===== src/rtl/tty_pkg.sv =====
// tty_pkg: shared IOT opcode, default device codes, function codes and printer state type
package tty_pkg;
    localparam logic [2:0] IOT_OP      = 3'o6;
    localparam logic [5:0] KBD_DEV_DEF = 6'o03;
    localparam logic [5:0] PRN_DEV_DEF = 6'o04;
    localparam logic [2:0] FN_KCF      = 3'o0;
    localparam logic [2:0] FN_KSF      = 3'o1;
    localparam logic [2:0] FN_KCC      = 3'o2;
    localparam logic [2:0] FN_KRS      = 3'o4;
    localparam logic [2:0] FN_KRB      = 3'o6;
    localparam logic [2:0] FN_TFL      = 3'o0;
    localparam logic [2:0] FN_TSF      = 3'o1;
    localparam logic [2:0] FN_TCF      = 3'o2;
    localparam logic [2:0] FN_TPC      = 3'o4;
    localparam logic [2:0] FN_TLS      = 3'o6;
    typedef enum logic [1:0] {P_IDLE, P_SEND, P_WAIT} prn_state_e;
endpackage


===== src/rtl/tty_printer_fsm.sv =====
// tty_printer_fsm: printer sink handshake plus post-handshake delay that pulses done
// Ports: clk/rst_n; start (print request), char_in (character to print), prn_ready (sink ready);
//        prn_valid/prn_char (sink handshake), done (one-cycle flag-set pulse), overrun (sticky)
module tty_printer_fsm
    import tty_pkg::*;
#(
    parameter int PRN_DELAY = 4
) (
    input  logic       clk,
    input  logic       rst_n,
    input  logic       start,
    input  logic [7:0] char_in,
    input  logic       prn_ready,
    output logic       prn_valid,
    output logic [7:0] prn_char,
    output logic       done,
    output logic       overrun
);
    prn_state_e state_q, state_d;
    logic [7:0] cnt_q, cnt_d;
    logic [7:0] char_q, char_d;
    logic       ovr_q, ovr_d;

    always_ff @(posedge clk or negedge rst_n) begin
        if (!rst_n) begin
            state_q <= P_IDLE;
            cnt_q   <= 8'd0;
            char_q  <= 8'd0;
            ovr_q   <= 1'b0;
        end else begin
            state_q <= state_d;
            cnt_q   <= cnt_d;
            char_q  <= char_d;
            ovr_q   <= ovr_d;
        end
    end

    always_comb begin
        state_d = state_q;
        cnt_d   = cnt_q;
        char_d  = char_q;
        done    = 1'b0;
        // A start that arrives while busy is dropped but remembered
        ovr_d   = ovr_q | (start && state_q != P_IDLE);
        case (state_q)
            P_IDLE: if (start) begin
                char_d  = char_in;
                state_d = P_SEND;
            end
            P_SEND: if (prn_ready) begin
                cnt_d   = PRN_DELAY[7:0];
                state_d = P_WAIT;
            end
            P_WAIT: if (cnt_q == 8'd1) begin
                done    = 1'b1;
                cnt_d   = 8'd0;
                state_d = P_IDLE;
            end else begin
                cnt_d = cnt_q - 8'd1;
            end
            default: state_d = P_IDLE;
        endcase
    end

    assign prn_valid = (state_q == P_SEND);
    assign prn_char  = char_q;
    assign overrun   = ovr_q;
endmodule


===== src/rtl/tty_iot_unit.sv =====
// tty_iot_unit: teletype keyboard/printer IOT device with registered one-cycle response
// Ports: clock/resetN; iot_req/iot_ir/dataout (command from CPU); iot_ack/datain/iot_skip/
//        iot_clr_ac/iot_or_ac (response); kbd_valid/kbd_char/kbd_ready (keyboard source);
//        prn_valid/prn_char/prn_ready (printer sink); prn_overrun (sticky busy-start error)
module tty_iot_unit
    import tty_pkg::*;
#(
    parameter int         PRN_DELAY = 4,
    parameter logic [5:0] KBD_DEV   = KBD_DEV_DEF,
    parameter logic [5:0] PRN_DEV   = PRN_DEV_DEF
) (
    input  logic        clock,
    input  logic        resetN,
    input  logic        iot_req,
    input  logic [11:0] iot_ir,
    input  logic [7:0]  dataout,
    output logic        iot_ack,
    output logic [7:0]  datain,
    output logic        iot_skip,
    output logic        iot_clr_ac,
    output logic        iot_or_ac,
    input  logic        kbd_valid,
    input  logic [7:0]  kbd_char,
    output logic        kbd_ready,
    output logic        prn_valid,
    output logic [7:0]  prn_char,
    input  logic        prn_ready,
    output logic        prn_overrun
);
    logic       cmd, kbd_sel, prn_sel, kbd_acc, prn_done;
    logic [2:0] fn;
    logic       kbd_flag_q, kbd_flag_d, prn_flag_q, prn_flag_d;
    logic [7:0] kbd_buf_q, kbd_buf_d, datain_q, datain_d;
    logic       ack_q, ack_d, skip_q, skip_d, clr_q, clr_d, or_q, or_d;

    assign cmd     = iot_req && iot_ir[11:9] == IOT_OP;
    assign fn      = iot_ir[2:0];
    assign kbd_sel = cmd && iot_ir[8:3] == KBD_DEV;
    assign prn_sel = cmd && iot_ir[8:3] == PRN_DEV;
    assign kbd_acc = kbd_valid && !kbd_flag_q;

    tty_printer_fsm #(.PRN_DELAY(PRN_DELAY)) u_prn (
        .clk       (clock),
        .rst_n     (resetN),
        .start     (prn_sel && fn[2]),
        .char_in   (dataout),
        .prn_ready (prn_ready),
        .prn_valid (prn_valid),
        .prn_char  (prn_char),
        .done      (prn_done),
        .overrun   (prn_overrun)
    );

    // Function bits combine: bit0 skip on flag, bit1 clear AC (kbd) / clear flag,
    // bit2 read buffer (kbd) / start print; code 0 clears (kbd) or sets (prn) the flag.
    // Flag sets take priority over same-cycle clears.
    always_comb begin
        kbd_flag_d = kbd_acc | (kbd_flag_q & ~(kbd_sel && (fn == FN_KCF || fn[1])));
        kbd_buf_d  = kbd_acc ? kbd_char : kbd_buf_q;
        prn_flag_d = prn_done | (prn_sel && fn == FN_TFL) | (prn_flag_q & ~(prn_sel && fn[1]));
        ack_d      = cmd;
        skip_d     = fn[0] && ((kbd_sel && kbd_flag_q) || (prn_sel && prn_flag_q));
        clr_d      = kbd_sel && fn[1];
        or_d       = kbd_sel && fn[2];
        datain_d   = (kbd_sel && fn[2]) ? kbd_buf_q : 8'd0;
    end

    always_ff @(posedge clock or negedge resetN) begin
        if (!resetN) begin
            kbd_flag_q <= 1'b0;
            kbd_buf_q  <= 8'd0;
            prn_flag_q <= 1'b0;
            ack_q      <= 1'b0;
            skip_q     <= 1'b0;
            clr_q      <= 1'b0;
            or_q       <= 1'b0;
            datain_q   <= 8'd0;
        end else begin
            kbd_flag_q <= kbd_flag_d;
            kbd_buf_q  <= kbd_buf_d;
            prn_flag_q <= prn_flag_d;
            ack_q      <= ack_d;
            skip_q     <= skip_d;
            clr_q      <= clr_d;
            or_q       <= or_d;
            datain_q   <= datain_d;
        end
    end

    assign kbd_ready  = !kbd_flag_q;
    assign iot_ack    = ack_q;
    assign iot_skip   = skip_q;
    assign iot_clr_ac = clr_q;
    assign iot_or_ac  = or_q;
    assign datain     = datain_q;
endmodule


===== config.mk =====
export PLATFORM = sky130hd
export DESIGN_NAME = tty_iot_unit
export DESIGN_NICKNAME = d
export VERILOG_FILES = /design/src/rtl/tty_pkg.sv /design/src/rtl/tty_printer_fsm.sv /design/src/rtl/tty_iot_unit.sv
export SDC_FILE = /design/constraint.sdc
export NUM_CORES = 1
export LEC_CHECK = 0
export BUFFER_PORTS_ARGS = -buffer_cell sky130_fd_sc_hd__buf_2
export CAP_MARGIN = 40
export CORE_MARGIN = 5
export CORE_UTILIZATION = 37
export DETAILED_ROUTE_END_ITERATION = 12
export PLACE_DENSITY = 0.63
export SLEW_MARGIN = 10
export SYNTH_ARGS = -nofsm -noshare
export SYNTH_HDL_FRONTEND = slang
export SYNTH_HIERARCHICAL = 1
export SYNTH_SLANG_ARGS = --single-unit
export TNS_END_PERCENT = 30

===== constraint.sdc =====
create_clock -name clock -period 2.3 [get_ports clock]
set_input_delay 0.23 -clock clock [delete_from_list [all_inputs] [get_ports clock]]
set_output_delay 0.23 -clock clock [all_outputs]
set_load 0.005 [all_outputs]

==> results.yml, run 1 <==
critical_path:
  reg2reg_to: "prn_flag_q"
  r2r_slack_ns: 0.28
  rr_worst_depth: 5
  crit_fanout: 5
  required_ns: 2.51
  cp-end-kind: "flip-flop"
  startpoint_type: "flip-flop"
  critical_path_arrival_ns: 2.23
  r2r-start: "u_prn/cnt_q[3]"
  worstSetupPathType: "reg2reg"
detailed_routing:
  via_per_inst: 4.89
  drt-initial-drc-count: 56
  drtPass1Iterations: 4
  routed_wl_mm: 3.42
  wl_per_cell_um: 13.4
  ant_nets: 0
  drc: 0
  vias: 1247
pwr:
  p_seq_frac: 0.523
  peakVddDrop_uv: 400
  power_frac_clock: 0.367
  power_leakage_nw: 1.17
  power.switching_w: 0.000370
  p_per_area_nw_per_um2: 722
  total_power_w: 0.00161
  power_frac_comb: 0.110
  switching_share: 0.230
  internal_power_w: 0.00124
hold_path:
  hold-path-endpoint: "kbd_buf_q[5]"
  hold_class: "in2reg"
  min_from: "kbd_char[5]"
  hold_depth: 2
clocking:
  tritoncts: "yes"
  numClockSinks: 41
  cts_buffers: 5
  hold_buffers: 1
  clock_latency_ns: 0.29
  cts_setup_buffers: 0
  cts_resized: 0
  htree_levels: 2
  clock_path_buffers: 2
  path_clk_slew_ns: 0.08
  cts-root-buf: "clkbuf_8"
synthesis:
  synth_edf_count: 0
  syn_nets: 173
  yosysSeqAreaShare: 0.588
  netlist_instances: 138
  yosys_most_used_dff: "dfrtp_1"
  synth.distinct_cells: 44
  synth_area_leaders: "dfrtp_1 59%, mux2_2 10%, and2_1 3.2%, nor2_1 2.4%, xnor2_1 2.0%"
  yosysTopAreaCell: "dfrtp_1"
  yosys_warnings: 6
  synth_area_sq_um: 1740
  yosys.area.top_type_share: 0.588
  ys_async_sr_fraction: 1.00
  syn_area_per_cell_sq_um: 12.6
  ys_seq_elements: 41
die:
  die_h_um: 78.7
  io_pins: 56
  start_util: 0.374
  placementRows: 25
  chipWidth_um: 78.7
  core_area_sq_um: 4660
  die-area_sq_um: 6190
timing:
  maxSlewViolCount: 0
  period_share: 0.877
  final.setup.worst_slack_ns: 0.284
  rsz0062_at_grt: "false"
  fmax_mhz: 496
  worst_pin_slew_ns: 0.701
  period_needed_ns: 2.02
  fin_skew_ns: 0.00722
  hold_ws_ns: 0.163
  setup_tns_ns: 0
  setup_viol: 0
  worst_slew_margin_rel: 0.532
  timing_hold_violations_final: 0
global_route:
  grt_pass1_vias: 1201
  grt_antenna_before_repair: 0
  track_usage: 0.117
  grt_start_max_net_pins: 29
  grt-ovfl-total: 0
  grt_first_pass_wirelength_mm: 5.60
placed_design:
  io_buffers: 55
  gp_congestion: 0.837
  post-place-ws_ns: 0.292
  hpwl_mm: 2.59
cells_and_area:
  final_util: 0.477
  nets: 235
  areaGrowthSynthToFinish_pct: 27.5
  drive_above_1_share: 0.438
  diodes: 0
run_status:
  status: "finished, final reports clean"
flow_run:
  maxCapViolCount: 0
[registers in the layout, indices dropped and copies added (netlist names), 2 cells and up]
register	count
kbd_buf_q	8
u_prn/state_q	2
datain	8
u_prn/cnt_q	8
u_prn/prn_char	8
[cells in the mapped netlist, types with 2 or more instances]
cell type   n
and2_1      9
mux2_2     16
nand2b_1    3
nor2b_1     2
and3_1      3
inv_1       5
dfrtp_1    41
nand2_1     3
nor2_1     11
xnor2_1     4
a2111oi_0   2
a21oi_1     4
o21ai_0     3
ha_1        2
[worst max path at each step]
stage                   startpoint    endpoint  cells after the start
finish              u_prn/cnt_q[3]  prn_flag_q                      5
CTS                 u_prn/cnt_q[3]  prn_flag_q                      5
floorplan           u_prn/cnt_q[3]  prn_flag_q                      5
global placement    u_prn/cnt_q[3]  prn_flag_q                      5
global route        u_prn/cnt_q[3]  prn_flag_q                      5
detailed placement  u_prn/cnt_q[3]  prn_flag_q                      5
[per-stage QoR]
| stage | instance area (sq um) | instances |
|---|---|---|
| after detailed placement | 2100 | 246 |
| after global routing | 2220 | 255 |
| after global placement | 2080 | 245 |
| final | 2220 | 255 |
| after floorplan | 1740 | 138 |
| after CTS | 2220 | 255 |
[power by group through the flow]
stage | Sequential, W | Combinational, W | Clock, W
2_1_floorplan | 0.000843 | 0.000112 | 0
3_3_place_gp | 0.000852 | 0.000175 | 0
3_5_place_dp | 0.000856 | 0.000177 | 0
4_1_cts | 0.000842 | 0.000180 | 0.000613
5_1_grt | 0.000853 | 0.000204 | 0.000632
6_report | 0.000841 | 0.000177 | 0.000589
[layer usage]
| metal | up-vias | routed length (um) | global-route usage |
|---|---|---|---|
| met3 | 5 | 234 | 0.0401 |
| met5 | - | 0 | 0 |
| met2 | 37 | 1600 | 0.179 |
| li1 | 607 | - | - |
| met1 | 598 | 1530 | 0.152 |
| met4 | 0 | 55 | 0.0472 |
[area by class of cell]
class	count	area, sq um
clock buffers	7	86.3
clock inverters	1	30.0
fillers	437	2440
inverters	5	18.8
multi-input cells	89	683
flip-flops and latches	41	1030
well taps	54	67.6
repair buffers	58	313
[layout by cell type, fill, tap and decap left out, types with 2 or more instances in the layout]
| master | n |
|---|---|
| dfrtp_1 | 41 |
| mux2_2 | 16 |
| nand2_1 | 3 |
| nand2b_1 | 3 |
| ha_1 | 2 |
| a2111oi_0 | 2 |
| inv_1 | 5 |
| a21oi_1 | 4 |
| nor2b_1 | 2 |
| clkbuf_8 | 6 |
| and2_1 | 9 |
| xnor2_1 | 4 |
| and3_1 | 3 |
| o21ai_0 | 3 |
| nor2_1 | 11 |
| buf_2 | 55 |
[cell families (layout without fill, tap and decap cells)]
kind of cell    after synthesis  in the layout  share of synthesized area
fa+ha+maj                     2              2                     0.0143
mux                          17             17                      0.109
xor+xnor                      4              4                     0.0201
simple gates                 48             48                      0.173
compound gates               18             18                     0.0753
flops                        41             41                      0.588
buf+inv                       8             71                     0.0201
[worst max-delay path, cell delays in order, from the launching register on]
cell and delay (ns):
dfrtp_1 0.42, or4_4 0.56, or4b_4 0.54, nor2_2 0.16
nand2b_1 0.12, a2bb2oi_1 0.14
Power figures use the tool's default switching activity.
==> run 2, diff against run 1 <==
Settings changed: SETUP_SLACK_MARGIN from default to 0.4.
Clock period 2.3 ns to 2.01 ns, I/O delays scaled along.
==> run 2 against run 1 <==
Register-to-register slack lost 0.20 ns. Core utilization is 1.8 points higher. Setup slack lost 0.20 ns. Critical endpoint unchanged. Largest cell class unchanged.
==> results.yml, run 2 (same netlist as run 1, synthesis figures left out) <==
cells_and_area:
  num-fill-cells: 437
  diodes: 0
  nets: 244
  final_cell_mix: "55 x buf_2, 41 x dfrtp_1, 16 x mux2_2"
  final_common_cell: "buf_2"
  areaGrowthSynthToFinish_pct: 32.3
  drive_above_1_share: 0.486
  seq_area_sq_um: 1030
  multi_input_area_sq_um: 707
critical_path:
  crit_slowest_cell: "or4b_4"
  worstSetupPathType: "reg2reg"
  crit_fanout: 4
  cp-end-kind: "flip-flop"
  required_ns: 2.23
  startpoint_type: "flip-flop"
  critical_path_arrival_ns: 2.15
  crit_chain: "or4_4, or4b_4, nor2_4, nand2b_4, a2bb2oi_2"
  slowest_delay_ns: 0.55
pwr:
  power_leakage_nw: 1.21
  total_power_w: 0.00190
  peakVddDrop_uv: 441
  p_per_area_nw_per_um2: 823
clocking:
  path_clk_slew_ns: 0.08
  numClockSinks: 41
  tritoncts: "yes"
  clock_path_buffers: 2
  cts_buffers: 5
  cts-root-buf: "clkbuf_8"
  clock_latency_ns: 0.29
  htree_levels: 2
run_status:
  status: "finished, final reports clean"
detailed_routing:
  ant_nets: 0
  via_per_inst: 4.83
  drtPass1Iterations: 4
  wl_per_cell_um: 13.6
  vias: 1275
  drt-initial-drc-count: 37
  routed_wl_mm: 3.58
  drc: 0
global_route:
  track_usage: 0.128
  grt_start_max_net_pins: 42
  grt_pass1_vias: 1368
  grt-ovfl-total: 0
  grt_first_pass_wirelength_mm: 6.18
  grt_antenna_before_repair: 0
timing:
  period_needed_ns: 1.93
  worst_slew_margin_rel: 0.573
  rsz0062_at_grt: "true"
  setup_viol: 0
  setup_tns_ns: 0
  timing_hold_violations_final: 0
  fmax_mhz: 519
  fin_skew_ns: 0.00621
  period_share: 0.958
  maxSlewViolCount: 0
  worst_pin_slew_ns: 0.625
die:
  die-area_sq_um: 6190
  placementRows: 25
  die_h_um: 78.7
  io_pins: 56
  core_area_sq_um: 4660
  start_util: 0.374
  chipWidth_um: 78.7
hold_path:
  hold_class: "in2reg"
placed_design:
  gp_congestion: 0.811
  hpwl_mm: 2.57
  io_buffers: 55
flow_run:
  maxCapViolCount: 0
## run 2: path summary, 6_finish.rpt
| check | to | from | slack, ns | depth (start not counted) |
|---|---|---|---|---|
| min in group asynchronous | u_prn/overrun | resetN | 0.51 | 3 |
| worst min register to register | u_prn/overrun | u_prn/overrun | 0.46 | 1 |
| worst max-delay path | prn_flag_q | u_prn/cnt_q[6] | 0.08 | 5 |
| worst min-delay path | kbd_buf_q[1] | kbd_char[1] | 0.14 | 2 |
| max in group asynchronous | u_prn/prn_char[6] | resetN | 1.15 | 3 |
| worst max register to register | prn_flag_q | u_prn/cnt_q[6] | 0.08 | 5 |
## run 2: layer usage
metal / vias to the layer above / track usage / part of all wire
met2: 32 / 0.217 / 0.51
met5: - / 0 / 0
met4: 0 / 0.0472 / 0.0087
met1: 618 / 0.151 / 0.43
met3: 2 / 0.0436 / 0.051
li1: 623 / - / -
## run 2: timing repair
action	4_1_cts	5_1_grt
pin swaps	3	0
setup buffers	3	1
gates resized for setup	2	2
endpoints found under the setup margin	9	15
endpoints found under the hold margin	41	0
hold buffers	1	0
## run 2: stage by stage
stage / setup slack [ns] / hold WS, ns / cells / utilization / instance area (sq um)
2_1_floorplan: 0.111 / -0.0946 / 138 / - / 1750
3_3_place_gp: 0.0815 / 0.300 / 251 / 0.457 / 2130
3_5_place_dp: 0.0389 / 0.299 / 251 / 0.457 / 2130
4_1_cts: 0.0882 / 0.125 / 263 / 0.492 / 2290
5_1_grt: 0.0397 / 0.125 / 264 / 0.495 / 2310
6_report: 0.0845 / 0.137 / 264 / 0.495 / 2310
## run 2: layout make-up
class                   count  share of cell area
clock buffers               6              0.0358
clock inverters             2              0.0163
inverters                   5             0.00813
multi-input cells          89               0.306
flip-flops and latches     41               0.445
well taps                  54              0.0293
repair buffers             67               0.159
## run 2: report_power, final
part           switching [W]  leakage (nW)  internal [W]  total, W
registers          0.0000546         0.526      0.000899  0.000954
clock network       0.000276        0.0574      0.000404  0.000680
logic               0.000112         0.622      0.000153  0.000265
total               0.000443          1.21       0.00146   0.00190
## run 2: worst max-delay path, delay by kind of cell, from the launching register on
| kind | cells | cell delay [ns] |
|---|---|---|
| flip-flops | 1 | 0.38 |
| AO/OA/AOI/OAI | 1 | 0.12 |
| AND/OR/NAND/NOR | 4 | 1.35 |
